### src/rtl/sysbus_arbiter.sv
// Two-master Sysbus arbiter: round-robin grant, one outstanding transaction,
// burst routing of read responses and write data beats to the granted master.
`ifndef SYSBUS_READ
`define SYSBUS_READ 1'b1
`endif

module sysbus_arbiter #(
  parameter int BUS_DATA_WIDTH = 64,
  parameter int BUS_TAG_WIDTH  = 13,
  parameter int BEATS          = 8
) (
  input  logic                      clk,
  input  logic                      reset,
  input  logic                      m0_reqcyc,
  input  logic [BUS_DATA_WIDTH-1:0] m0_req,
  input  logic [BUS_TAG_WIDTH-1:0]  m0_reqtag,
  output logic                      m0_reqack,
  output logic                      m0_respcyc,
  output logic [BUS_DATA_WIDTH-1:0] m0_resp,
  output logic [BUS_TAG_WIDTH-1:0]  m0_resptag,
  input  logic                      m0_respack,
  input  logic                      m1_reqcyc,
  input  logic [BUS_DATA_WIDTH-1:0] m1_req,
  input  logic [BUS_TAG_WIDTH-1:0]  m1_reqtag,
  output logic                      m1_reqack,
  output logic                      m1_respcyc,
  output logic [BUS_DATA_WIDTH-1:0] m1_resp,
  output logic [BUS_TAG_WIDTH-1:0]  m1_resptag,
  input  logic                      m1_respack,
  output logic                      bus_reqcyc,
  output logic [BUS_DATA_WIDTH-1:0] bus_req,
  output logic [BUS_TAG_WIDTH-1:0]  bus_reqtag,
  input  logic                      bus_reqack,
  input  logic                      bus_respcyc,
  input  logic [BUS_DATA_WIDTH-1:0] bus_resp,
  input  logic [BUS_TAG_WIDTH-1:0]  bus_resptag,
  output logic                      bus_respack,
  output logic                      grant,
  output logic                      busy
);

  localparam int CW = $clog2(BEATS + 1);

  typedef enum logic [1:0] {IDLE, REQ, WDATA, RESP} state_t;

  state_t                    state, state_nx;
  logic                      last_grant;
  logic                      grant_q;
  logic                      ack_q;
  logic [CW-1:0]             beat_cnt;
  logic [BUS_DATA_WIDTH-1:0] req_q;
  logic [BUS_TAG_WIDTH-1:0]  tag_q;

  logic                      any_req;
  logic                      win;
  logic                      is_read;
  logic                      last_beat;
  logic                      g_reqcyc;
  logic                      g_respack;
  logic [BUS_DATA_WIDTH-1:0] g_req;
  logic                      wbeat;
  logic                      rbeat;
  logic                      wack;
  logic                      rsel;

  assign any_req   = m0_reqcyc | m1_reqcyc;
  // On a tie the master that did not win last time goes first.
  assign win       = (m0_reqcyc & m1_reqcyc) ? ~last_grant : m1_reqcyc;
  assign is_read   = tag_q[BUS_TAG_WIDTH-1] == `SYSBUS_READ;
  assign last_beat = beat_cnt == CW'(BEATS - 1);
  assign g_reqcyc  = grant_q ? m1_reqcyc : m0_reqcyc;
  assign g_req     = grant_q ? m1_req : m0_req;
  assign g_respack = grant_q ? m1_respack : m0_respack;
  assign wbeat     = (state == WDATA) & g_reqcyc & bus_reqack;
  assign rbeat     = (state == RESP) & bus_respcyc & g_respack;

  always_ff @(posedge clk) begin
    if (!reset) state <= IDLE;
    else        state <= state_nx;
  end

  always_comb begin
    state_nx    = state;
    bus_reqcyc  = 1'b0;
    bus_req     = '0;
    bus_reqtag  = '0;
    bus_respack = 1'b0;
    wack        = 1'b0;
    rsel        = 1'b0;
    unique case (state)
      IDLE: begin
        if (any_req) state_nx = REQ;
      end
      REQ: begin
        bus_reqcyc = 1'b1;
        bus_req    = req_q;
        bus_reqtag = tag_q;
        if (bus_reqack) state_nx = is_read ? RESP : WDATA;
      end
      WDATA: begin
        bus_reqcyc = g_reqcyc;
        bus_req    = g_req;
        bus_reqtag = tag_q;
        wack       = bus_reqack;
        if (wbeat && last_beat) state_nx = IDLE;
      end
      RESP: begin
        rsel        = 1'b1;
        bus_respack = g_respack;
        if (rbeat && last_beat) state_nx = IDLE;
      end
      default: state_nx = IDLE;
    endcase
  end

  always_ff @(posedge clk) begin
    if (!reset) begin
      last_grant <= 1'b1;
      grant_q    <= 1'b0;
      ack_q      <= 1'b0;
      beat_cnt   <= '0;
      req_q      <= '0;
      tag_q      <= '0;
    end else begin
      ack_q <= 1'b0;
      if (state == IDLE && any_req) begin
        grant_q <= win;
        req_q   <= win ? m1_req : m0_req;
        tag_q   <= win ? m1_reqtag : m0_reqtag;
      end
      if (state == REQ && bus_reqack) begin
        ack_q    <= 1'b1;
        beat_cnt <= '0;
      end
      if (wbeat || rbeat) begin
        beat_cnt <= beat_cnt + 1'b1;
        if (last_beat) last_grant <= grant_q;
      end
    end
  end

  assign m0_reqack  = ~grant_q & (ack_q | wack);
  assign m1_reqack  = grant_q & (ack_q | wack);
  assign m0_respcyc = rsel & ~grant_q & bus_respcyc;
  assign m1_respcyc = rsel & grant_q & bus_respcyc;
  assign m0_resp    = (rsel & ~grant_q) ? bus_resp : '0;
  assign m1_resp    = (rsel & grant_q) ? bus_resp : '0;
  assign m0_resptag = (rsel & ~grant_q) ? bus_resptag : '0;
  assign m1_resptag = (rsel & grant_q) ? bus_resptag : '0;
  assign grant      = grant_q;
  assign busy       = state != IDLE;

endmodule

### config.mk
export PLATFORM = sky130hd
export DESIGN_NAME = sysbus_arbiter
export DESIGN_NICKNAME = d
export VERILOG_FILES = /design/src/rtl/sysbus_arbiter.sv
export SDC_FILE = /design/constraint.sdc
export NUM_CORES = 1
export LEC_CHECK = 0
export BUFFER_PORTS_ARGS = -buffer_cell sky130_fd_sc_hd__buf_2
export CAP_MARGIN = 15
export CORE_AREA = 4 4 185 187
export CTS_BUF_LIST = sky130_fd_sc_hd__clkbuf_4 sky130_fd_sc_hd__clkbuf_8 sky130_fd_sc_hd__clkbuf_16
export CTS_CLUSTER_DIAMETER = 30
export CTS_CLUSTER_SIZE = 20
export DETAILED_ROUTE_END_ITERATION = 10
export DIE_AREA = 0 0 189 191
export PLACE_DENSITY_LB_ADDON = 0.3
export SKIP_LAST_GASP = 1
export SLEW_MARGIN = 20
export SYNTH_ARGS = -nofsm -noshare
export SYNTH_HDL_FRONTEND = slang
export SYNTH_SLANG_ARGS = --single-unit
### constraint.sdc
create_clock -name clk -period 1.85 [get_ports clk]
set_clock_uncertainty 0.15 [all_clocks]
set_input_delay 0 -clock clk [delete_from_list [all_inputs] [get_ports clk]]
set_output_delay 0 -clock clk [all_outputs]
set_load 0.02 [all_outputs]
==> flow_summary_export.csv, run 1 <==
group,metric,value,unit
status,status,"finished with violations",
status,violations,"negative setup slack",
clocking,cts_max_level,3,
yosys,yosys.cell_types.count,33,
placed_design,placed_area,9931,sq um
placed_design,place.detailed.hpwl,25460,microns
yosys,synth_top_area_share,0.2534,
worst_setup_path,crit_family,"buffers and inverters",
yosys,synth_ff_type,"dfxtp_1",
die,start_util,0.2094,
placed_design,portBuffers,477,
final_layout,final_area,13410,sq um
worst_hold_path,hold_path.class,"primary input to flop",
die,die_h,191,microns
yosys,yosysTopAreaCell,"dfxtp_1",
power_and_ir_drop,power_switching,5.680,mW
clocking,cts_tree,"built",
timing,setup_viol,141,
worst_setup_path,worstPathRequired,1.70,ns
timing,maxSlewHeadroom,0.6413,
power_and_ir_drop,p_per_area,991.7,nW/um^2
yosys,synthCells,831,
worst_setup_path,cpPeakStageDelay,0.40,ns
timing,min_period,1.975,ns
worst_setup_path,worstPathArrival,1.82,ns
global_route,grtUsageMet2,0.3565,
yosys,synth_area_per_cell,8.177,sq um
worst_setup_path,endpoint_kind,"output pin",
worst_setup_path,crit_end,"m0_resp[1]",
yosys,syn_area,6795,sq um
power_and_ir_drop,total_leakage_power,6.313,nW
drt,drtIter0Drc,404,
die,rows,66,
final_layout,multi_input_area,5170,sq um
worst_setup_path,startpoint,"grant",
global_route,gr-total-overflow,0,
timing,period_share,1.068,
final_layout,fill_cells,3170,
yosys,netlist_top_cells_area,"dfxtp_1 (25%), mux2i_1 (12%), mux2_2 (11%), a211oi_1 (8.6%), and2_1 (8.4%)",
timing,max_freq,506.4,MHz
power_and_ir_drop,swShare,0.4270,
clocking,cts.clk_slew.worst_paths,0.08,ns
yosys,synth_edf_count,0,
final_layout,fin_nets,1706,
placed_design,gp_congestion,0.8765,
clocking,root_buffer,"clkbuf_16",
final_layout,final_util,0.4133,
worst_setup_path,reg2reg_depth,5,
drt,wirelength,41190,microns
clocking,worstSkewPairLatency,0.35,ns
global_route,grt_pass1_wl,55640,microns
final_layout,drive_above_1_share,0.5089,
timing,fin_ws,-0.1249,ns
timing,tightest_slew,0.5380,ns
worst_setup_path,path_buf_inv,4,
yosys,synth_seq_cells,86,
die,die_area,36100,sq um
power_and_ir_drop,power_frac_clock,0.150,
global_route,grt_antenna_before_repair,3,
worst_setup_path,slowest_stage,"dfxtp_4",
timing,rsz0062_at_grt,"true",
yosys,async_reset_ff_frac,0,
timing,slew_violations,0,
timing,hold_viol,0,
global_route,gr-usage-met1,0.2288,
power_and_ir_drop,internal-power,7.621,mW
timing,whs,0.007103,ns
drt,drtAntennaViolNets,0,
worst_setup_path,crit_cells,6,
worst_setup_path,reg2reg_from,"grant",
worst_setup_path,cp-start-kind,"flop",
drt,vias_per_cell,4.788,
yosys,synth_fp_nets,1076,
global_route,track_usage,0.1993,
yosys,ys_seq_area_frac,0.2534,
die,die_x,189,microns
timing,final.setup.tns,-8.727,ns
worst_setup_path,r2r-end,"state[1]",
final_layout,area_growth,97.37,%
drt,routedWlPerCell,21.57,microns
power_and_ir_drop,total_power,13.30,mW
clocking,cts_buffers,9,
drt,drc_errors,0,
power_and_ir_drop,p_seq_frac,0.212,
global_route,grt_max_degree,71,
worst_setup_path,worstPathCellList,"buf_16 > nor2b_4 > buf_6 > bufbuf_16 > and2_1 > buf_4",
clocking,cts.sinks,86,
global_route,gr-max-usage-layer,"met2",
global_route,grt_pass1_vias,9206,
clocking,clockBufferDepth,2,
drt,vias,9146,
worst_setup_path,worstPathMaxFanout,19,
flow_run,maxCapViolCount,0,
drt,firstDrtPassIters,4,
power_and_ir_drop,irDropWorstVdd,0.5894,mV
global_route,gr-usage-met3,0.03415,
final_layout,seq_area,1735,sq um
yosys,yosysWarnings,0,
die,io_pins,478,
worst_setup_path,reg2reg_slack,-0.06,ns
power_and_ir_drop,p_comb_frac,0.637,
worst_setup_path,crit_type,"flop to output pin",
die,coreArea,32450,sq um
==> final cells by class <==
class / count / share of cell area
timing repair buffer: 711 / 0.4180
clock inverter: 7 / 0.006624
clock buffer: 9 / 0.01679
inverter: 6 / 0.002052
antenna: 2 / 0.0003732
sequential: 86 / 0.1294
multi-input combinational: 647 / 0.3855
tap: 442 / 0.04124
==> flip-flops by register name, indices dropped and copies added, names as in the netlist <==
register	flops
req_q	64
state	2
beat_cnt	4
last_grant	1
grant	1
ack_q	1
tag_q	13
==> cell usage after synthesis (2+ instances only) <==
library cell / count
nand2b_1: 2
buf_6: 2
buf_1: 2
nand2_1: 10
a21oi_1: 3
a22oi_1: 64
or3_1: 3
mux2i_1: 81
nand3_1: 4
nor2_1: 84
and3_1: 78
a21boi_0: 2
inv_1: 6
buf_2: 15
ha_1: 6
nor2b_1: 66
dfxtp_1: 86
clkbuf_1: 72
mux2_2: 64
a211oi_1: 78
and2_1: 91
==> stage by stage <==
stage          cells  worst slack (ns)
2_1_floorplan    831          0.003299
3_3_place_gp    1693           0.04866
3_5_place_dp    1693          0.009734
4_1_cts         1888           -0.1313
5_1_grt         1909           -0.1796
6_report        1910           -0.1249
==> layout by cell type (no fill, tap or decap), types with 32 or more instances in the layout <==
master	n
and2_1	84
nor2_1	83
buf_4	137
mux2i_1	79
buf_2	351
dfxtp_1	81
dlygate4sd3_1	154
a22oi_2	42
nor2b_2	33
nor2b_1	32
mux2_2	49
a211oi_1	77
and3_1	77
==> logic make-up (layout without fill, tap and decap cells) <==
logic type	after synthesis	count (layout)	synth area share
AND/OR/NAND/NOR	339	339	0.2769
AO/OA/AOI/OAI	157	157	0.1736
multiplexers	145	145	0.2254
buffers and inverters	98	733	0.05966
flip-flops	86	86	0.2534
adder cells (fa/ha/maj)	6	6	0.01105
other	0	2	0
==> worst reg2reg max path, cell delays in order (launching register included) <==
cell	delay [ns]
dfxtp_4	0.40
buf_4	0.18
mux2i_2	0.16
or3_4	0.41
a221oi_4	0.31
mux2i_1	0.21
==> power by group through the flow <==
stage	clock network [mW]	logic, mW	registers, mW
floorplan	0	3.79	2.67
global placement	0	5.89	2.75
detailed placement	0	5.92	2.76
CTS	2.10	7.23	2.77
global route	2.14	9.04	2.88
finish	2.00	8.48	2.82
==> routing by layer <==
metal / vias to the layer above / part of all wire
met4: 0 / 0.054
met1: 4366 / 0.39
met2: 448 / 0.50
met5: - / 0
li1: 4251 / -
met3: 81 / 0.063
==> how the worst min path moves through the flow <==
stage / startpoint / end / slack (ns) / depth (start not counted)
after CTS: m0_reqtag[12] / tag_q[12] / 0.005 / 3
final: m0_reqtag[12] / tag_q[12] / 0.007 / 3
after global routing: m0_reqtag[12] / tag_q[12] / 0.07 / 3
after global placement: reset / last_grant / 0.14 / 2
after detailed placement: reset / last_grant / 0.13 / 2
after floorplan: reset / last_grant / -0.06 / 1
==> what timing repair did <==
item,in CTS,in global routing
gates resized for setup,137,132
hold endpoints to repair,84,0
hold buffers,154,0
gates cloned,11,12
pin swaps,6,37
setup buffers,15,11
endpoints found under the setup margin,234,214
No activity file was read; power rests on OpenSTA's default activity.
==> run 2: changes to the inputs <==
- REMOVE_ABC_BUFFERS: default -> 1
==> run 2 against run 1 <==
  * The run still ends with negative setup slack left
  * Sequential share of layout area down 0.43 points
  * Wire length grew 1.4%
  * Worst hold slack better by 0.013 ns
  * Die area unchanged
  * Worst setup slack better by 0.0017 ns
  * Via count is 1.2% higher
  * Critical path depth rose by 1
  * Non-clock buffer count grew 11
  * Sequential power about the same
==> flow_summary_export.csv, run 2 (synthesis results as in run 1) <==
group,metric,value,unit
worst_setup_path,worstPathCellList,"buf_12 > buf_12 > clkbuf_16 > mux2_4 > a22oi_2 > nor2b_1 > buf_4",
worst_setup_path,slowest_stage,"dfxtp_4",
placed_design,placed_area,9856,sq um
drt,drtAntennaViolNets,0,
placed_design,place.detailed.hpwl,24950,microns
worst_setup_path,cp-start-kind,"flop",
worst_setup_path,cpPeakStageDelay,0.37,ns
timing,whs,0.02034,ns
timing,max_freq,506.8,MHz
die,die_h,191,microns
placed_design,gp_congestion,0.8247,
timing,setup_viol,149,
die,coreArea,32450,sq um
global_route,grt_max_degree,60,
final_layout,fill_cells,3170,
timing,period_share,1.067,
clocking,worstSkewPairLatency,0.34,ns
drt,drc_errors,0,
final_layout,regMostFlops,"req_q",
timing,maxSlewHeadroom,0.5788,
timing,fin_ws,-0.1232,ns
timing,slew_violations,0,
worst_setup_path,worstPathArrival,1.82,ns
drt,wirelength,41780,microns
drt,vias_per_cell,4.811,
worst_setup_path,endpoint_kind,"output pin",
timing,rsz0062_at_grt,"true",
timing,min_period,1.973,ns
timing,hold_viol,0,
global_route,track_usage,0.1919,
die,die_area,36100,sq um
worst_setup_path,worstPathRequired,1.70,ns
die,io_pins,478,
worst_setup_path,path_common_cell,"buf_12",
global_route,grt_antenna_before_repair,3,
worst_hold_path,hold_path.class,"primary input to flop",
global_route,grt_pass1_wl,53850,microns
timing,tightest_slew,0.6319,ns
final_layout,layout_common_cells,"buf_2 (353), dlygate4sd3_1 (156), buf_4 (104), dfxtp_1 (83), nor2_1 (82)",
power_and_ir_drop,total_leakage_power,6.481,nW
drt,drtIter0Drc,503,
status,status,"finished with violations",
status,violations,"negative setup slack",
drt,vias,9257,
worst_setup_path,worstPathMaxFanout,5,
power_and_ir_drop,total_power,13.49,mW
final_layout,final_area,13850,sq um
drt,firstDrtPassIters,4,
clocking,cts_tree,"built",
worst_setup_path,crit_type,"flop to output pin",
worst_setup_path,path_buf_inv,4,
die,rows,66,
timing,final.setup.tns,-7.429,ns
final_layout,largest_register_ffs,64,
clocking,clockBufferDepth,2,
global_route,gr-total-overflow,0,
clocking,cts.clk_slew.worst_paths,0.07,ns
final_layout,layout.cells.most_common,"buf_2",
placed_design,portBuffers,477,
placed_design,place_ws,0.008609,ns
final_layout,reg_top3,"req_q (64), tag_q (13), beat_cnt (4)",
die,die_x,189,microns
final_layout,area_growth,103.8,%
global_route,grt_pass1_vias,9035,
flow_run,maxCapViolCount,0,
final_layout,drive_above_1_share,0.5186,
clocking,root_buffer,"clkbuf_16",
drt,routedWlPerCell,21.72,microns
worst_setup_path,crit_family,"buffers and inverters",
clocking,cts_buffers,9,
power_and_ir_drop,irDropWorstVdd,0.4734,mV
clocking,cts.sinks,86,
power_and_ir_drop,p_per_area,973.7,nW/um^2
clocking,cts_max_level,3,
final_layout,fin_nets,1717,
die,start_util,0.2094,
[run 2: cell count changes in the layout (fill, tap and decap cells not counted), moves of 5 or more]
cell,change
nor2b_1,+27
buf_4,-33
a211oi_1,-11
buf_12,-5
a211oi_2,+11
nor2b_2,-28
mux2_4,-9
clkbuf_16,+8
and2_1,-32
mux2_2,+9
buf_6,+26
buf_16,+6
and2_4,+32
[run 2: stage by stage]
stage	std cells	utilization
after global routing	1920	0.4265
after global placement	1693	0.3037
after floorplan	739	-
after CTS	1887	0.3837
after detailed placement	1693	0.3037
final	1924	0.4268
[run 2: tightest hold or removal path, stage by stage]
cell and delay (ns):
buf_2 0.13, nand2_2 0.09, o22ai_2 0.10, nand2_1 0.08, a21oi_1 0.05
[run 2: repair_timing]
| action | in CTS | in global routing |
|---|---|---|
| hold buffers | 156 | 0 |
| endpoints found under the setup margin | 160 | 276 |
| cloned | 14 | 19 |
| hold endpoints to repair | 85 | 0 |
| gates resized for setup | 76 | 247 |
| pin swaps | 8 | 49 |
| setup buffers | 8 | 14 |
[run 2: final timing paths]
path | start | endpoint | slack [ns] | cells after the start
worst max register to register | state[0] | state[0] | -0.08 | 6
worst min register to register | beat_cnt[1] | beat_cnt[1] | 0.35 | 2
worst min-delay path | bus_respcyc | beat_cnt[1] | 0.02 | 5
worst max-delay path | grant | bus_req[31] | -0.12 | 7
[run 2: metal layers]
layer | track usage | vias to the layer above | wire [microns]
li1 | - | 4277 | -
met1 | 0.2138 | 4447 | 15780
met3 | 0.03780 | 74 | 2642
met4 | 0.07820 | 4 | 1722
met2 | 0.3568 | 455 | 21620
met5 | 0 | - | 24
[run 2: layout make-up]
type	instances	area, sq um	area share
inverter	6	25.02	0.001807
multi-input combinational	647	5191	0.3748
sequential	86	1733	0.1251
clock buffer	10	232.7	0.01680
timing repair buffer	722	6017	0.4344
clock inverter	6	86.33	0.006233
antenna	5	12.51	0.0009033
tap	442	553.0	0.03993
[run 2: power by group]
| part | switching (mW) | total, mW | internal, mW |
|---|---|---|---|
| Sequential | 0.380 | 2.81 | 2.43 |
| Clock | 0.843 | 2.04 | 1.20 |
| Combinational | 4.39 | 8.63 | 4.24 |
| Total | 5.62 | 13.5 | 7.87 |
